--- src/rtl/eic_pkg.sv ---
// Shared definitions for the external interrupt controller and its bus-side
// vector fetcher: controller register offsets, fetcher FSM states and a
// priority-encode helper.
package eic_pkg;

    // Controller register offsets, relative to the controller base address.
    localparam logic [31:0] EIC_MASK_OFF   = 32'h0;
    localparam logic [31:0] EIC_CIP_OFF    = 32'h4;
    localparam logic [31:0] EIC_IRQNUM_OFF = 32'h8;
    localparam logic [31:0] EIC_IRQBIT_OFF = 32'hC;

    typedef enum logic [2:0] {
        IDLE,
        RD_BIT,
        RD_VEC,
        PRESENT,
        SERVICE,
        WR_CIP
    } ivf_state_t;

    // Index of the lowest set bit (LSB wins); returns 0 for an all-zero input,
    // which callers screen out beforehand.
    function automatic logic [3:0] lowest_set_index(input logic [15:0] v);
        lowest_set_index = 4'd0;
        for (int i = 15; i >= 0; i--) begin
            if (v[i]) lowest_set_index = 4'(i);
        end
    endfunction

endpackage

--- src/rtl/wb_xfer_engine.sv ---
// Single-beat Wishbone transfer engine. The sequencing FSM holds the request
// fields in registers; this block drives them onto the bus, reports completion
// in the same cycle as ack/err, and owns the per-transfer timeout counter.
module wb_xfer_engine #(
    parameter int TimeoutCycles = 255
) (
    input  logic        clk_in,
    input  logic        reset_in,
    // request side (registered by the sequencer)
    input  logic        req_i,
    input  logic [31:0] addr_i,
    input  logic        we_i,
    input  logic [3:0]  sel_i,
    input  logic [31:0] wdata_i,
    // completion side
    output logic        done_o,
    output logic        error_o,
    output logic [31:0] rdata_o,
    // Wishbone initiator
    output logic        wb_cyc_o,
    output logic        wb_stb_o,
    output logic        wb_we_o,
    output logic [3:0]  wb_sel_o,
    output logic [31:0] wb_addr_o,
    output logic [31:0] wb_wdata_o,
    input  logic [31:0] wb_rdata_i,
    input  logic        wb_ack_i,
    input  logic        wb_err_i
);

    // The counter value at which one more wait cycle reaches TimeoutCycles.
    localparam logic [7:0] LastWait = 8'(TimeoutCycles - 1);

    logic [7:0] wait_q;
    logic [7:0] wait_d;
    logic       timeout;

    // cyc and stb are always asserted together for a single-beat transfer.
    assign wb_cyc_o   = req_i;
    assign wb_stb_o   = req_i;
    assign wb_we_o    = we_i;
    assign wb_sel_o   = sel_i;
    assign wb_addr_o  = addr_i;
    assign wb_wdata_o = wdata_i;
    assign rdata_o    = wb_rdata_i;

    // Completion decode and next wait count.
    always_comb begin
        // NOTE: every output of a combinational block gets a value on every
        // path; assigning them up front keeps the block latch-free.
        timeout = 1'b0;
        done_o  = 1'b0;
        error_o = 1'b0;
        wait_d  = wait_q;
        if (req_i) begin
            timeout = !wb_ack_i && !wb_err_i && (wait_q == LastWait);
            done_o  = wb_ack_i || wb_err_i || timeout;
            error_o = wb_err_i || timeout;
            wait_d  = done_o ? 8'd0 : wait_q + 8'd1;
        end else begin
            wait_d = 8'd0;
        end
    end

    // Wait counter: cleared between transfers, counts stalled cycles.
    always_ff @(posedge clk_in or negedge reset_in) begin
        if (!reset_in) begin
            wait_q <= 8'd0;
        end else begin
            // NOTE: state registers use non-blocking assignment so every
            // flop samples the pre-edge values regardless of statement order.
            wait_q <= wait_d;
        end
    end

endmodule

--- src/rtl/irq_vector_fetcher.sv ---
// Bus-side interrupt vector fetcher. On ext_irq it reads the controller's
// active-IRQ-bit register, fetches the handler address from the vector table,
// presents it to the core, and after end-of-interrupt writes the
// clear-pending register. The Wishbone initiator port is carried as
// individual bus_* signals.
module irq_vector_fetcher #(
    parameter logic [31:0] EicBase       = 32'h0000_4010,
    parameter logic [31:0] VectorBase    = 32'h0000_0100,
    parameter logic [31:0] DefaultVector = 32'h0000_0000,
    parameter int          TimeoutCycles = 255
) (
    input  logic        clk_in,
    input  logic        reset_in,
    input  logic        ext_irq_in,
    // Wishbone initiator
    output logic        bus_cyc_out,
    output logic        bus_stb_out,
    output logic        bus_we_out,
    output logic [3:0]  bus_sel_out,
    output logic [31:0] bus_addr_out,
    output logic [31:0] bus_wdata_out,
    input  logic [31:0] bus_rdata_in,
    input  logic        bus_ack_in,
    input  logic        bus_err_in,
    // core handshake
    output logic        vec_valid_out,
    input  logic        vec_ready_in,
    output logic [31:0] vec_addr_out,
    output logic [3:0]  irq_num_out,
    input  logic        eoi_in,
    // status
    output logic        busy_out,
    output logic        spurious_out,
    output logic        bus_err_out
);

    import eic_pkg::*;

    ivf_state_t  state_q;
    logic        req_q;
    logic        we_q;
    logic [3:0]  sel_q;
    logic [31:0] addr_q;
    logic [31:0] wdata_q;
    logic [15:0] bit_q;
    logic [3:0]  num_q;
    logic [31:0] vec_q;
    logic        valid_q;
    logic        busy_q;
    logic        spur_q;
    logic        err_q;

    logic        xfer_done;
    logic        xfer_error;
    logic [31:0] xfer_rdata;
    logic [15:0] rd_bits;
    logic [3:0]  rd_num;
    logic [15:0] rd_bit;

    wb_xfer_engine #(
        .TimeoutCycles(TimeoutCycles)
    ) u_xfer (
        .clk_in    (clk_in),
        .reset_in  (reset_in),
        .req_i     (req_q),
        .addr_i    (addr_q),
        .we_i      (we_q),
        .sel_i     (sel_q),
        .wdata_i   (wdata_q),
        .done_o    (xfer_done),
        .error_o   (xfer_error),
        .rdata_o   (xfer_rdata),
        .wb_cyc_o  (bus_cyc_out),
        .wb_stb_o  (bus_stb_out),
        .wb_we_o   (bus_we_out),
        .wb_sel_o  (bus_sel_out),
        .wb_addr_o (bus_addr_out),
        .wb_wdata_o(bus_wdata_out),
        .wb_rdata_i(bus_rdata_in),
        .wb_ack_i  (bus_ack_in),
        .wb_err_i  (bus_err_in)
    );

    // Only the low 16 IRQ-bit lanes are meaningful; the lowest one is serviced.
    assign rd_bits = xfer_rdata[15:0];
    assign rd_num  = lowest_set_index(rd_bits);
    assign rd_bit  = 16'd1 << rd_num;

    assign vec_valid_out = valid_q;
    assign vec_addr_out  = vec_q;
    assign irq_num_out   = num_q;
    assign busy_out      = busy_q;
    assign spurious_out  = spur_q;
    assign bus_err_out   = err_q;

    // Sequencer: drives bus requests and all handshake/status outputs from
    // registers. Back-to-back RD_BIT -> RD_VEC keeps the request asserted and
    // swaps the address on the ack edge.
    always_ff @(posedge clk_in or negedge reset_in) begin
        if (!reset_in) begin
            state_q <= IDLE;
            req_q   <= 1'b0;
            we_q    <= 1'b0;
            sel_q   <= 4'h0;
            addr_q  <= 32'h0;
            wdata_q <= 32'h0;
            bit_q   <= 16'h0;
            num_q   <= 4'h0;
            vec_q   <= 32'h0;
            valid_q <= 1'b0;
            busy_q  <= 1'b0;
            spur_q  <= 1'b0;
            err_q   <= 1'b0;
        end else begin
            spur_q <= 1'b0;
            case (state_q)
                IDLE: begin
                    if (ext_irq_in) begin
                        state_q <= RD_BIT;
                        busy_q  <= 1'b1;
                        req_q   <= 1'b1;
                        we_q    <= 1'b0;
                        sel_q   <= 4'hF;
                        addr_q  <= EicBase + EIC_IRQBIT_OFF;
                    end
                end
                RD_BIT: begin
                    if (xfer_done) begin
                        if (xfer_error) begin
                            err_q   <= 1'b1;
                            req_q   <= 1'b0;
                            busy_q  <= 1'b0;
                            state_q <= IDLE;
                        end else if (rd_bits == 16'h0) begin
                            spur_q  <= 1'b1;
                            req_q   <= 1'b0;
                            busy_q  <= 1'b0;
                            state_q <= IDLE;
                        end else begin
                            bit_q   <= rd_bit;
                            num_q   <= rd_num;
                            addr_q  <= VectorBase + {26'd0, rd_num, 2'b00};
                            state_q <= RD_VEC;
                        end
                    end
                end
                RD_VEC: begin
                    if (xfer_done) begin
                        req_q   <= 1'b0;
                        vec_q   <= xfer_error ? DefaultVector : xfer_rdata;
                        if (xfer_error) err_q <= 1'b1;
                        valid_q <= 1'b1;
                        state_q <= PRESENT;
                    end
                end
                PRESENT: begin
                    if (vec_ready_in) begin
                        valid_q <= 1'b0;
                        state_q <= SERVICE;
                    end
                end
                SERVICE: begin
                    if (eoi_in) begin
                        state_q <= WR_CIP;
                        req_q   <= 1'b1;
                        we_q    <= 1'b1;
                        sel_q   <= 4'h3;
                        addr_q  <= EicBase + EIC_CIP_OFF;
                        wdata_q <= {16'h0, bit_q};
                    end
                end
                WR_CIP: begin
                    if (xfer_done) begin
                        err_q   <= xfer_error;
                        req_q   <= 1'b0;
                        we_q    <= 1'b0;
                        busy_q  <= 1'b0;
                        state_q <= IDLE;
                    end
                end
                default: state_q <= IDLE;
            endcase
        end
    end

endmodule

--- config.mk ---
export PLATFORM = sky130hd
export DESIGN_NAME = irq_vector_fetcher
export DESIGN_NICKNAME = d
export VERILOG_FILES = /design/src/rtl/eic_pkg.sv /design/src/rtl/wb_xfer_engine.sv /design/src/rtl/irq_vector_fetcher.sv
export SDC_FILE = /design/constraint.sdc
export NUM_CORES = 1
export LEC_CHECK = 0
export BUFFER_PORTS_ARGS = -buffer_cell sky130_fd_sc_hd__buf_4
export CORE_ASPECT_RATIO = 0.6
export CORE_MARGIN = 3
export CORE_UTILIZATION = 50
export CTS_CLUSTER_DIAMETER = 50
export DETAILED_ROUTE_END_ITERATION = 16
export GPL_TIMING_DRIVEN = 1
export PLACE_DENSITY = 0.74
export SLEW_MARGIN = 15
export SYNTH_ARGS = -nofsm -noshare
export SYNTH_HDL_FRONTEND = slang
export SYNTH_HIERARCHICAL = 1
export SYNTH_SLANG_ARGS = --single-unit
--- constraint.sdc ---
create_clock -name clk_in -period 5.1 [get_ports clk_in]
set_input_delay 0.51 -clock clk_in [delete_from_list [all_inputs] [get_ports clk_in]]
set_output_delay 0.51 -clock clk_in [all_outputs]
set_load 0.05 [all_outputs]
; After elaboration in Yosys (flattened, before gate mapping)
; Cells that the tools add are included.
[word_totals]
elab_cells = 126
inputBits = 39
regBits = 121
output_inout_bits = 111
[op_classes]
add_sub_neg = 2
n_eq_ne = 18
n_shift = 1
muxes = 60
reduce_logical = 29
bitwise = 2
[op_table]
columns = cell, count
row1 = $mux W32, 6
row2 = $pmux W32 S3, 1
row3 = $mux W4, 18
row4 = $mux W1, 18
row5 = $mux W3, 6
row6 = $pmux W3 S6, 1
row7 = $reduce_and A6 Y1, 3
row8 = $logic_not A16 Y1, 1
row9 = $mux W8, 2
row10 = $shl A1 B4 Y16 const A, 1
row11 = $ne A2 B1 Y1 const B, 6
row12 = $reduce_and A4 Y1, 3
row13 = $add A9 B6 Y10 const A, 1
row14 = $ne A2 B2 Y1 const B, 5
row15 = $reduce_bool A3 Y1, 3
row16 = $add A8 B1 Y8 const B, 1
row17 = $eq A8 B8 Y1 const B, 1
row18 = $pmux W4 S2, 1
row19 = $eq A3 B2 Y1 const B, 2
row20 = $eq A3 B3 Y1 const B, 2
row21 = $pmux W1 S3, 2
row22 = $reduce_and A3 Y1, 2
row23 = $reduce_bool A2 Y1, 3
row24 = $reduce_and A5 Y1, 1
row25 = 13 further kinds, 22

; Depth between registers and ports, before layout
[depth]
ltp_word = 21
ltp_mapped = 11
ltp_nobuf = 10

; Modules after synthesis
; Netlist, hierarchy kept.
[by_module_without_submodules]
columns = mod, area_per_inst_um2, cells_per_inst, instances
row1 = irq_vector_fetcher, 3744.8, 393, 1
row2 = wb_xfer_engine, 1222.4, 152, 1

; Least setup slack after synthesis
; OpenSTA, ideal clock, no wires.
[synth_timing]
path_type = flip-flop to flip-flop
start = register u_xfer.wait_q[0]
end = register num_q[0], in the netlist irq_num_out[0]
required_ns = 4.975
period_less_slack_ns = 2.259
t_arrival_ns = 2.135
path_buffers = 0
setup_time_ns = 0.125
path_slack_ns = 2.841
stages_incl_launch_ff = 10
cell_sequence = dfrtp_1 inv_1 ha_1 nand2_1 nor4_1 o21a_1 nor4b_4 and2_2 o21a_1 mux2_2
[synth_via]
elab_chain_len = 6
elab_cells_between_ends = 8
classes_between = eq/ne (1) / mux (2) / bitwise (1) / reduce/logical (4)
[synth_rtl]
columns = element, line
row1 = from (decl), wb_xfer_engine.sv:34  ; logic [7:0] wait_q;
row2 = from (signal assigned), wb_xfer_engine.sv:72  ; wait_q <= wait_d;
row3 = $eq A8 B8 Y1, wb_xfer_engine.sv:56  ; timeout = !wb_ack_i && !wb_err_i && (wait_q == LastWait);
row4 = $logic_and A1 B1 Y1, wb_xfer_engine.sv:56
row5 = $logic_or A1 B1 Y1, wb_xfer_engine.sv:58  ; error_o = wb_err_i || timeout;
row6 = $mux W1, wb_xfer_engine.sv:55  ; if (req_i) begin
row7 = named net xfer_error, irq_vector_fetcher.sv:54  ; logic xfer_error;
row8 = $not A1 Y1 (no line), --
row9 = $reduce_and A4 Y1 (no line), --
row10 = to (signal assigned), irq_vector_fetcher.sv:141  ; num_q <= rd_num;
row11 = to (decl), irq_vector_fetcher.sv:46  ; logic [3:0] num_q;
; The timed path passes the listed nets, and every way through them passes these cells.
; A chain may end at the register's enable or synchronous reset.

; Final worst setup path
[layout_timing]
start = register u_xfer.wait_q[0]
end = register addr_q[4]
[layout_via]
elab_chain_len = 6
elab_cells_between_ends = 9
classes_between = eq/ne (3) / mux (2) / reduce/logical (4)
[layout_rtl]
columns = element, line
row1 = $eq A8 B8 Y1, wb_xfer_engine.sv:56
row2 = $logic_and A1 B1 Y1, wb_xfer_engine.sv:56
row3 = $logic_or A1 B1 Y1, wb_xfer_engine.sv:58
row4 = $mux W1, wb_xfer_engine.sv:55
row5 = named net xfer_error, irq_vector_fetcher.sv:54
row6 = $ne A2 B2 Y1 (no line), --
row7 = $reduce_and A6 Y1 (no line), --
row8 = to (signal assigned), irq_vector_fetcher.sv:124  ; addr_q <= EicBase + EIC_IRQBIT_OFF;
row9 = to (signal assigned), irq_vector_fetcher.sv:142  ; addr_q <= VectorBase + {26'd0, rd_num, 2'b00};
row10 = to (signal assigned), irq_vector_fetcher.sv:168  ; addr_q <= EicBase + EIC_CIP_OFF;
row11 = to (decl), irq_vector_fetcher.sv:43  ; logic [31:0] addr_q;
; The timed path passes the listed nets, and every way through them passes these cells.

==> impl_metrics.csv <==
group,metric,value,unit
synth,synth_compound_area_share,13.2,%
grt,gr-total-overflow,0,
die,rows,27,
synth,synth_area_leaders,"dfrtp_1, buf_4, nand2_1",
drt,vias_per_cell,5.07,
critical_path,cp.arrival,3570,ps
final_layout,final_nets,625,
hold_path,hold_path.class,"primary input to async pin",
sta,fin_crit_sh,65.5,%
drt,avgRoutedWirePerCell,15.1,um
final_layout,instances_no_fill,719,
clocking,hold_buffers,0,
grt,grtUsageTotal,19.5,%
synth,synth_common_cells,"nand2_1, buf_4, dfrtp_1, o21ai_0, nand2b_1",
synth,synth-seq-area-share,46.9,%
power,ir_worst_vdd,316,uV
die,fp.dieW,135,um
synth,synth_top_family_by_area,"simple AND/OR/NAND/NOR gates",
drt,postRouteAntennaNets,0,
clocking,cts_max_path_buffers,2,
final_layout,areaGrowthSynthToFinish,12.5,%
critical_path,crit_required,5330,ps
synth,ys.flop_type,"dfrtp_1",
drt,drtPass1Iterations,4,
sta,slew_viol_final,0,
sta,rsz0062_at_grt,"no",
drt,dr_total_vias,3645,
power,leakage,2.74,nW
synth,synth_top_area_share,46.9,%
sta,hold_violations,0,
clocking,clkLatencyLatePin,340,ps
synth,yosys_warnings,6,
clocking,numCtsBuffers,9,
place,post-place-cells,703,
grt,antenna_found_initial,0,
die,die_y,83.2,um
sta,tightest_slew,1050,ps
die,design.die.area,0.0112,mm^2
clocking,postCtsSetupBuffers,0,
synth,yosys.area_share.simple,20.3,%
place,dp_hpwl,8000,um
synth,synth_seq_cells,93,
power,p_per_area,599,mW/mm^2
critical_path,crit_type,"register to register",
sta,worst_clock_skew,6.39,ps
synth,async_flop_share,100,%
synth,netlist_area,0.00497,mm^2
drt,routed_wl,10800,um
synth,synth_edf_count,0,
grt,grt_max_degree,65,
clocking,cts.clk_slew.worst_paths,60,ps
synth,yosysUniqueCellTypes,54,
sta,fmax,0.299,GHz
drt,drcViolationCount,0,
drt,drtIter0Drc,238,
clocking,htreeDepth,3,
critical_path,crit_path_end_kind,"register",
place,gp_congestion,0.858,
final_layout,insertedDiodeCount,0,
synth,synth-xor-area-share,0,%
final_layout,drive_gt1_share,24.4,%
clocking,tritoncts,"yes",
synth,syn_inst,545,
flow_run,cap_violations,0,
place,io_buffers,107,
synth,synth_fa_ha_area_share,0.504,%
synth,synthMuxAreaShare,0.882,%
sta,fin_crit,3340,ps
synth,synth.most_common_cell,"nand2_1",
sta,slew_headroom,30.1,%
clocking,cts_root_buf,"clkbuf_16",
run_status,outcome,"complete, no violations",
grt,grt_pass1_vias,3334,
clocking,cts_resized,0,
critical_path,startpoint_type,"register",
clocking,clock_sinks,93,
grt,grt_pass1_wl,17400,um
synth,synth.largest_area_cell,"dfrtp_1",
sta,fin_tns_setup,0,ps
die,io_pins,150,
die,core,0.00943,mm^2
die,start_util,52.7,%
synth,syn_area_per_cell,9.11,um^2
sta,setup_viol,0,
critical_path,path_max_fanout,35,
## critical path: stages, from the launching register on
cell and delay [ps]:
dfrtp_1 440, inv_1 100, ha_1 190, nand2_1 140
nor4_1 240, o21a_1 840, nor4b_4 90, and2_2 290
o21ai_2 340, nand2_1 220, mux2_2 330
## flip-flops by register name (all words and copies together) (netlist names)
name and flops:
spurious_out 1, we_q 1, state_q 3, busy_out 1, sel_q 2, req_q 1
vec_valid_out 1, wdata_q 16, addr_q 6, bus_err_out 1, bit_q 16, vec_addr_out 32
irq_num_out 4, u_xfer/wait_q 8
## logic make-up (layout without fill, tap and decap cells)
logic type / Yosys count / in the layout
compound gates: 107 / 107
fa+ha+maj: 2 / 2
buf+inv: 134 / 137
flops: 93 / 93
mux: 4 / 4
other cells: 1 / 42
simple gates: 204 / 204
## final timing paths
path	start	to	slack, ps	depth (start not counted)
setup / recovery	u_xfer/wait_q[0]$_DFF_PN0_	addr_q[4]$_DFFE_PN0P_	1760	10
hold / removal	reset_in	wdata_q[13]$_DFFE_PN0P_	90	1
setup reg to reg	u_xfer/wait_q[0]$_DFF_PN0_	addr_q[4]$_DFFE_PN0P_	1760	10
hold reg to reg	bit_q[11]$_DFFE_PN0P_	wdata_q[11]$_DFFE_PN0P_	470	2
max in group asynchronous	reset_in	sel_q[2]$_DFFE_PN0P_	3860	2
min in group clk_in	bus_rdata_in[21]	vec_addr_out[21]$_DFFE_PN0P_	430	3
## power by group
part	internal, mW	switching, mW
Clock	0.492	0.281
Sequential	0.934	0.157
Combinational	0.418	1.06
## routing by layer
metal | part of all wire [%] | global-route usage (%)
met5 | 0 | 0
met4 | 1.2 | 4.90
met3 | 8.3 | 6.72
met2 | 43 | 27.4
met1 | 48 | 28.8
## stage by stage
stage               util (%)  setup WS (ps)  hold WS, ps  power [mW]  area, um^2
CTS                     59.3           1770          102        3.36        5590
global route            59.3           1410          111        3.50        5590
detailed placement      55.6           1790          463        2.59        5240
floorplan                  -           2840          214        2.26        5120
global placement        55.6           1920          456        2.56        5240
finish                  59.3           1760         94.1        3.35        5590
## cell usage in the layout, fill, tap and decap left out, drive strengths merged, types with 3 or more instances in the layout
cell and n:
o21ai 56, dfrtp 93, a21oi 16, nor3 9, or3 3, buf 108
nand2 120, bufinv 3, o31ai 5, clkbuf 10, nor2 14, a31oi 4
a22o 4, mux2 3, o21a 3, nand3 8, inv 14, nand2b 35
conb 42, nor4 5
## area by class of cell
type	instances	area [um^2]
Clock inverter	6	109
Clock buffer	10	239
Timing Repair Buffer	108	811
Multi-Input combinational cell	359	1890
Tap cell	130	163
Inverter	13	48.8
Sequential cell	93	2330
Fill cell	848	3830
Note: power is estimated with default switching activity, not from simulation.
